**config.mk**
```make
export PLATFORM = sky130hd
export DESIGN_NAME = fifo_wr_arbiter
export DESIGN_NICKNAME = d
export VERILOG_FILES = /design/src/rtl/fifo_wr_arbiter_pkg.sv /design/src/rtl/fifo_wr_arbiter_rr_pick.sv /design/src/rtl/fifo_wr_arbiter.sv
export SDC_FILE = /design/constraint.sdc
export NUM_CORES = 1
export LEC_CHECK = 0
export CORE_MARGIN = 10
export CORE_UTILIZATION = 33
export DETAILED_ROUTE_END_ITERATION = 10
export GPL_ROUTABILITY_DRIVEN = 0
export PLACE_DENSITY = 0.76
export SLEW_MARGIN = 40
export SYNTH_ARGS = -nofsm -noshare
export SYNTH_HDL_FRONTEND = slang
export SYNTH_SLANG_ARGS = --single-unit
```
**constraint.sdc**
```tcl
create_clock -name clk -period 1.77 [get_ports clk]
set_input_delay 0.2655 -clock clk [delete_from_list [all_inputs] [get_ports clk]]
set_output_delay 0.2655 -clock clk [all_outputs]
set_load 0.05 [all_outputs]
```
**src/rtl/fifo_wr_arbiter_pkg.sv**
```systemverilog
// Shared definitions for the fifo write-port arbiter: FSM encoding and
// the index-width helper used to size owner / round-robin pointers.
package fifo_wr_arbiter_pkg;

    typedef enum logic {
        ST_IDLE  = 1'b0,
        ST_GRANT = 1'b1
    } state_e;

    // Width of an index into n producers; never below one bit.
    function automatic int idx_width(input int n);
        return (n > 1) ? $clog2(n) : 1;
    endfunction

    localparam int N_REQ_DEFAULT = 4;
    localparam int IDX_W_DEFAULT = idx_width(N_REQ_DEFAULT);

endpackage

```
**src/rtl/fifo_wr_arbiter_rr_pick.sv**
```systemverilog
// Combinational round-robin picker: first valid request at or after
// rr_ptr, wrapping modulo N_REQ.
module fifo_wr_arbiter_rr_pick
    import fifo_wr_arbiter_pkg::*;
#(
    parameter int N_REQ = 4,
    parameter int IDX_W = idx_width(N_REQ)
) (
    input  logic [N_REQ-1:0] req_valid,
    input  logic [IDX_W-1:0] rr_ptr,
    output logic             found,
    output logic [IDX_W-1:0] index
);

    localparam int SUM_W = IDX_W + 1;

    logic [SUM_W-1:0] cand_s;

    // Scan farthest offset first so the nearest valid index is the last write.
    always_comb begin
        found  = 1'b0;
        index  = {IDX_W{1'b0}};
        cand_s = {SUM_W{1'b0}};
        for (int off = N_REQ - 1; off >= 0; off--) begin
            cand_s = {1'b0, rr_ptr} + SUM_W'(off);
            if (cand_s >= SUM_W'(N_REQ)) begin
                cand_s = cand_s - SUM_W'(N_REQ);
            end else begin
                cand_s = cand_s;
            end
            if (req_valid[cand_s[IDX_W-1:0]]) begin
                found = 1'b1;
                index = cand_s[IDX_W-1:0];
            end else begin
                found = found;
                index = index;
            end
        end
    end

endmodule

```
**src/rtl/fifo_wr_arbiter.sv**
```systemverilog
// Round-robin arbiter sharing one fifo write port among N_REQ producers,
// granting bursts of up to MAX_BURST words and stalling on fifo_full.
module fifo_wr_arbiter
    import fifo_wr_arbiter_pkg::*;
#(
    parameter int N_REQ     = 4,
    parameter int DW        = 8,
    parameter int MAX_BURST = 4
) (
    input  logic                clk,
    input  logic                clear_n,
    input  logic [N_REQ-1:0]    req_valid,
    input  logic [N_REQ*DW-1:0] req_data,
    output logic [N_REQ-1:0]    req_ack,
    output logic                fifo_wr,
    output logic [DW-1:0]       fifo_data,
    input  logic                fifo_full,
    output logic [N_REQ-1:0]    grant,
    output logic                busy
);

    localparam int IDX_W = idx_width(N_REQ);
    localparam int CNT_W = $clog2(MAX_BURST + 1);
    localparam logic [CNT_W-1:0] LAST_BEAT = CNT_W'(MAX_BURST - 1);
    localparam logic [IDX_W-1:0] LAST_IDX  = IDX_W'(N_REQ - 1);

    state_e            state_r;
    state_e            state_nxt_s;
    logic [IDX_W-1:0]  owner_r;
    logic [IDX_W-1:0]  rr_ptr_r;
    logic [CNT_W-1:0]  beat_cnt_r;
    logic              pick_found_s;
    logic [IDX_W-1:0]  pick_idx_s;
    logic [N_REQ-1:0]  owner_onehot_s;
    logic [DW-1:0]     owner_data_s;
    logic              owner_valid_s;
    logic              accept_s;
    logic              release_s;

    fifo_wr_arbiter_rr_pick #(
        .N_REQ (N_REQ),
        .IDX_W (IDX_W)
    ) u_rr_pick (
        .req_valid (req_valid),
        .rr_ptr    (rr_ptr_r),
        .found     (pick_found_s),
        .index     (pick_idx_s)
    );

    // Owner decode, accept and release conditions.
    always_comb begin
        owner_onehot_s = {N_REQ{1'b0}};
        owner_data_s   = {DW{1'b0}};
        for (int i = 0; i < N_REQ; i++) begin
            if (owner_r == IDX_W'(i)) begin
                owner_onehot_s[i] = 1'b1;
                owner_data_s      = req_data[i*DW +: DW];
            end else begin
                owner_onehot_s[i] = 1'b0;
            end
        end
        owner_valid_s = |(req_valid & owner_onehot_s);
        accept_s      = (state_r == ST_GRANT) && owner_valid_s && !fifo_full;
        release_s     = (state_r == ST_GRANT) &&
                        ((accept_s && (beat_cnt_r == LAST_BEAT)) || !owner_valid_s);
    end

    // State register.
    always_ff @(posedge clk or negedge clear_n) begin
        if (!clear_n) begin
            state_r <= ST_IDLE;
        end else begin
            state_r <= state_nxt_s;
        end
    end

    // Next-state logic.
    always_comb begin
        state_nxt_s = state_r;
        case (state_r)
            ST_IDLE: begin
                if (pick_found_s) begin
                    state_nxt_s = ST_GRANT;
                end else begin
                    state_nxt_s = ST_IDLE;
                end
            end
            ST_GRANT: begin
                if (release_s) begin
                    state_nxt_s = ST_IDLE;
                end else begin
                    state_nxt_s = ST_GRANT;
                end
            end
            default: state_nxt_s = ST_IDLE;
        endcase
    end

    // Owner capture, round-robin pointer advance and burst counter.
    always_ff @(posedge clk or negedge clear_n) begin
        if (!clear_n) begin
            owner_r    <= {IDX_W{1'b0}};
            rr_ptr_r   <= {IDX_W{1'b0}};
            beat_cnt_r <= {CNT_W{1'b0}};
        end else begin
            case (state_r)
                ST_IDLE: begin
                    beat_cnt_r <= {CNT_W{1'b0}};
                    if (pick_found_s) begin
                        owner_r <= pick_idx_s;
                    end
                end
                ST_GRANT: begin
                    if (release_s) begin
                        rr_ptr_r   <= (owner_r == LAST_IDX) ? {IDX_W{1'b0}} : owner_r + IDX_W'(1);
                        beat_cnt_r <= {CNT_W{1'b0}};
                    end else if (accept_s) begin
                        beat_cnt_r <= beat_cnt_r + CNT_W'(1);
                    end
                end
                default: beat_cnt_r <= {CNT_W{1'b0}};
            endcase
        end
    end

    // Outputs follow the state directly so a reset clears them at once.
    always_comb begin
        grant     = {N_REQ{1'b0}};
        req_ack   = {N_REQ{1'b0}};
        fifo_wr   = 1'b0;
        fifo_data = {DW{1'b0}};
        busy      = 1'b0;
        if (state_r == ST_GRANT) begin
            grant     = owner_onehot_s;
            req_ack   = accept_s ? owner_onehot_s : {N_REQ{1'b0}};
            fifo_wr   = accept_s;
            fifo_data = owner_data_s;
            busy      = 1'b1;
        end else begin
            busy      = 1'b0;
        end
    end

endmodule

```
Word level (Yosys, flattened, before mapping)
Index checks and enable logic that the tools add are counted.
Storage, ports and cells
  register bits after elaboration: 8
  output and inout bits: 18
  logic and storage cells: 80
  input bits: 39
Cells by class
  bitwise logic cells: 2
  equal/unequal tests: 5
  add/sub/neg operators: 9
  magnitude comparators: 8
  multiplexer cells: 41
  reductions and logical operators: 11
Operator list (count)
  two-way mux 8 bit: 5
  two-way mux 2 bit: 9
  two-way mux 1 bit: 16
  less-than comparator 2 x 3 -> 1 bit (second input constant): 4
  two-way mux 4 bit: 3
  >= comparator 3 bit (second input constant): 3
  binary-select mux 1 bit (select 2 bit): 4
  subtractor 2 x 1 -> 2 bit (second input constant): 4
  adder 2 x 2 -> 3 bit (second input constant): 2
  two-way mux 3 bit: 2
  one-hot mux 3 bit (2 select lines): 1
  bitwise AND 4 bit: 1
  equality test 2 bit (second input constant): 2
  logical AND 1 bit: 4
  AND reduction 2 bit: 2
  OR reduction 4 bit: 1
  adder 2 x 1 -> 3 bit (second input constant): 1
  adder 3 x 1 -> 3 bit (second input constant): 1
  equality test 3 x 2 -> 1 bit (second input constant): 1
  >= comparator 2 x 3 -> 1 bit (second input constant): 1
  != test 3 x 1 -> 1 bit (second input constant): 1
  adder 2 x 1 -> 2 bit (second input constant): 1
  equality test 2 x 1 -> 1 bit (second input constant): 1
  logical NOT 1 bit: 2
  4 further kinds: 4

Logic depth before layout (Yosys ltp)
  word-level depth: 11
  mapped depth: 7
  depth with buffers taken out: 6

Modules after synthesis
Synthesis repeated with hierarchy kept, for this count alone.
Unflattened totals
  cells, all modules: 126
  area, all modules: 970.9 um2
By module, submodules not included
  fifo_wr_arbiter: area each 893.4 um2, cells an instance 113, sequential area each 200.2 um2, instances 1
  fifo_wr_arbiter_rr_pick: area each 77.6 um2, cells an instance 13, sequential area each 0.0 um2, instances 1

Worst setup path before layout
No wires, ideal clock.
  path type: reg2out
  from: reg owner_r[0]
  to: out req_ack[0]
  slack: -803 ps
  cell stages (with the launch flop): 7
  arrival: 2308 ps
  buffers on the path: 0
  data required time: 1505 ps
  cell sequence: dfrtp_1 > inv_1 > ha_1 > a22o_1 > o21ai_2 > nor2_1 > and2_1
On the way
  cells in the longest elaborated chain, start to end: 8
  elaborated cells between the ends (all ways): 14
  classes of those cells: eq/ne: 3; mux: 6; bitwise: 1; reduce/logical: 4
Ends and longest elaborated chain
  start, declared: RTL line fifo_wr_arbiter.sv:29  | logic [IDX_W-1:0] owner_r;
  start signal, assigned: RTL line fifo_wr_arbiter.sv:102  | owner_r <= {IDX_W{1'b0}};
  start signal, assigned: RTL line fifo_wr_arbiter.sv:110  | owner_r <= pick_idx_s;
  equality test 2 x 1 -> 1 bit, or another cell as far along: RTL line fifo_wr_arbiter.sv:55  | if (owner_r == IDX_W'(i)) begin
  two-way mux 1 bit: RTL line fifo_wr_arbiter.sv:55
  bitwise AND 4 bit: RTL line fifo_wr_arbiter.sv:62  | owner_valid_s = |(req_valid & owner_onehot_s);
  OR reduction 4 bit: RTL line fifo_wr_arbiter.sv:62
  logical AND 1 bit (2 in series): RTL line fifo_wr_arbiter.sv:63  | accept_s = (state_r == ST_GRANT) && owner_valid_s && !fifo_full;
  two-way mux 4 bit *: RTL line fifo_wr_arbiter.sv:135  | req_ack = accept_s ? owner_onehot_s : {N_REQ{1'b0}};
  two-way mux 4 bit *: RTL line fifo_wr_arbiter.sv:133  | if (state_r == ST_GRANT) begin
  end, declared: RTL line fifo_wr_arbiter.sv:14  | output logic [N_REQ-1:0] req_ack,
Mark *: on every way between the ends. The rest lies on a longest branch, timed or not.

Worst setup path after layout
  from: reg owner_r[1]
  to: out req_ack[3]
Same word-level chain as after synthesis.

==> summary.txt <==
Clock tree
  – TritonCTS clock tree: done
  – Total CTS buffers: 3
  – Clock-pin slew reported for the worst setup and hold paths after clock tree synthesis: 0.05 ns
  – Clock Sink Count: 8
  – Clock latency at the later pin of the worst-skew pair: 0.26 ns
  – Worst-case clock buffer depth: 2
  – Clock root buffer master: sky130_fd_sc_hd__clkbuf_4
  – H-Tree Level Count: 1

Setup path
  – Crit path cell chain: inv_2 > ha_2 > buf_4 > a22o_4 > o21ai_4 > nor2_4 > and2_4 > buf_12
  – Critical path class: flip-flop to output pin
  – Required arrival time at the worst endpoint: 1.50 ns
  – Cell with the largest stage delay on the worst path: sky130_fd_sc_hd__dfrtp_1
  – Count of buffer and inverter cells on the critical path: 3
  – Crit start category: flip-flop
  – Crit path max fanout: 6
  – Element type at the critical path end: output pin
  – Stage delay of the slowest cell on the critical path: 0.37 ns
  – Crit-path leading delay family: compound AO/OA/AOI/OAI gates
  – Worst EP arrival: 1.84 ns

Timing
  – Final-report hold violation count: 0
  – Tmin final: 2.10 ns
  – Maximum operating frequency: 475 MHz
  – Setup-failing EPs final: 15
  – Final sum of negative setup slack: -3.96 ns
  – Clock Skew: 0.000435 ns
  – Final critical-path share of the clock period: 119%
  – Unrepaired setup endpoints after global routing: yes
  – Max-Slew Margin vs Limit: 71.7%
  – Max Slew Vio Count: 0
  – Actual transition at the worst max-transition pin: 0.420 ns
  – Final worst setup slack: -0.335 ns

Finish
  – Post-layout instance area: 2110 um^2
  – Filler-free cell count of the finished design: 226
  – Total number of nets in the final design: 243
  – Proportion of layout cells with a drive suffix above 1: 47.4%
  – Ant diodes: 0
  – Filler cells: 132
  – Area grow syn2layout: 133%

Logic synthesis
  – Synthesized netlist net count: 157
  – Average size of a mapped cell: 8.09 um^2
  – Number of synthesized register bits: 8
  – Sequential fraction of the synthesis area: 22.1%
  – Cell count after synthesis: 112
  – Post-synthesis cell area: 906 um^2
  – Number of different library cells in the post-synthesis netlist: 29
  – Warnings from Yosys: 0

Run
  – Count of max-cap constraint violations: 0

Power and ir drop
  – Power density cells: 1960 nW/um^2
  – Reported leakage power: 0.000887 uW
  – Worst VDD drop: 1.79 mV
  – Post-layout power: 4140 uW

Route
  – Number of nets with antenna violations after routing: 0
  – Via total after detailed routing: 1,207
  – Number of remaining DRC errors: 0
  – Drt total wl: 4180 um
  – Routed wire length per instance: 18.5 um
  – DR vias/cell: 5.34
  – Iteration count of the initial detailed-routing pass: 4
  – Iteration-0 DRC Markers: 124

Place
  – Post-detailed-placement half-perimeter wirelength: 3220 um
  – I/O Buffers: 56
  – Post-placement setup slack: -0.168 ns
  – Placed Instances: 217
  – Cell Area, Placed: 1890 um^2

Floorplan
  – Ports: 57
  – Die boundary height: 72.4 um
  – Die Footprint: 5240 um^2
  – Std cell rows: 18
  – Core Footprint: 2540 um^2
  – Starting utilization of the core area: 35.6%
  – Die outline width: 72.4 um

GRT
  – Maximum number of pins on one net before global-route repair: 16
  – Global-route wire length before repair: 6460 um
  – Number of global-route vias before repair: 1,297
  – Antenna violations before repair: 0
  – Aggregate global-route resource usage: 15.4%
  – Total gr overflow: 0

Worst hold path
  – Classification of the worst-slack hold path: input pin to asynchronous set/reset pin

Status
  – Result of the run: finished with violations
  – Violated checks: negative setup slack
==> worst register-to-register path: stages, from the launching register on <==
cell and delay [ns]:
sky130_fd_sc_hd__dfrtp_1 0.37, sky130_fd_sc_hd__inv_2 0.07, sky130_fd_sc_hd__ha_2 0.19, sky130_fd_sc_hd__buf_4 0.16, sky130_fd_sc_hd__a22o_4 0.27, sky130_fd_sc_hd__buf_4 0.14, sky130_fd_sc_hd__nor2_4 0.08, sky130_fd_sc_hd__o21ai_2 0.08
sky130_fd_sc_hd__mux2_1 0.31
==> layout make-up <==
class | count | area (um^2) | area share [%]
clock buffers | 3 | 22.5 | 1.07
inverters | 5 | 23.8 | 1.13
multi-input cells | 92 | 801 | 38.0
flip-flops and latches | 8 | 200 | 9.50
well taps | 30 | 37.5 | 1.78
repair buffers | 88 | 1020 | 48.5
==> cell usage after synthesis, drive strengths merged <==
| master | instances | share of area [%] |
|---|---|---|
| a21oi | 10 | 5.5 |
| a221oi | 6 | 8.6 |
| a22o | 2 | 2.9 |
| a22oi | 2 | 1.7 |
| a311oi | 1 | 0.97 |
| and2 | 14 | 9.7 |
| and2b | 1 | 1.1 |
| buf | 4 | 2.9 |
| clkbuf | 3 | 1.2 |
| dfrtp | 8 | 22 |
| ha | 6 | 8.3 |
| inv | 5 | 2.1 |
| mux2 | 3 | 3.7 |
| nand2 | 10 | 4.1 |
| nand2b | 3 | 2.1 |
| nor2 | 9 | 4.6 |
| nor2b | 9 | 6.2 |
| nor3 | 2 | 1.1 |
| nor3b | 1 | 0.83 |
| nor4 | 1 | 0.69 |
| o21ai | 4 | 3.0 |
| o22ai | 1 | 0.69 |
| o31ai | 6 | 5.0 |
| o32ai | 1 | 0.97 |
==> report_power, final <==
part           leakage, uW  internal [uW]  switching, uW  total, uW
clock network    0.0000138           77.7           64.5        142
registers         0.000101            255           72.8        328
logic             0.000773           1900           1770       3670
total             0.000887           2230           1900       4140
==> stage by stage <==
| step | hold slack (ns) | util (%) |
|---|---|---|
| after floorplan | -0.0301 | - |
| after CTS | 0.293 | 80.3 |
| after global placement | 0.508 | 74.2 |
| after detailed placement | 0.526 | 74.2 |
| after global routing | 0.300 | 82.8 |
| final | 0.288 | 82.8 |
==> timing repair <==
action / 4_1_cts / 5_1_grt
buffers inserted: 3 / 3
endpoints found under the hold margin: 0 / 0
hold buffers: 0 / 0
pin swaps: 17 / 6
resized for setup: 26 / 8
setup endpoints to repair: 17 / 17
==> state kept, by name (all words and copies together) (netlist names) <==
signal,flops
owner_r,2
beat_cnt_r,3
state_r,1
rr_ptr_r,2
==> cells by family after synthesis <==
| family | share of synthesized area (%) |
|---|---|
| AO/OA/AOI/OAI | 29.3 |
| AND/OR/NAND/NOR | 30.4 |
| buffers and inverters | 6.22 |
| flip-flops | 22.1 |
| adder cells (fa/ha/maj) | 8.29 |
| multiplexers | 3.73 |
==> routing by layer <==
metal,global-route usage [%],vias up,wire [um]
met5,0,-,0
met4,5.06,0,63
met3,5.17,6,463
met2,28.0,58,1970
met1,16.0,571,1680
li1,-,572,-
==> final timing paths <==
check	slack [ns]	startpoint	cells after the start	endpoint
min in group clk	0.53	beat_cnt_r[2]	2	beat_cnt_r[2]
worst min-delay path	0.29	clear_n	1	beat_cnt_r[2]
worst max-delay path	-0.33	owner_r[1]	8	req_ack[3]
worst max register to register	-0.02	owner_r[1]	8	rr_ptr_r[1]
max in group asynchronous	1.22	clear_n	1	owner_r[0]
worst min register to register	0.53	beat_cnt_r[2]	2	beat_cnt_r[2]
==> cell usage in the layout (no fill, tap or decap), drive strengths merged <==
cell / synthesis / layout
o31ai: 6 / 6
buf: 4 / 50
a21oi: 10 / 10
nor3b: 1 / 1
nor3: 2 / 2
dfrtp: 8 / 8
a22o: 2 / 2
nand2b: 3 / 3
nor2b: 9 / 9
o22ai: 1 / 1
and2b: 1 / 1
clkdlybuf4s50: 0 / 38
nor2: 9 / 9
clkbuf: 3 / 3
ha: 6 / 6
nand2: 10 / 10
a221oi: 6 / 6
mux2: 3 / 3
nor4: 1 / 1
inv: 5 / 5
a22oi: 2 / 2
o32ai: 1 / 1
and2: 14 / 14
a311oi: 1 / 1
o21ai: 4 / 4
Power figures use the tool's default switching activity.
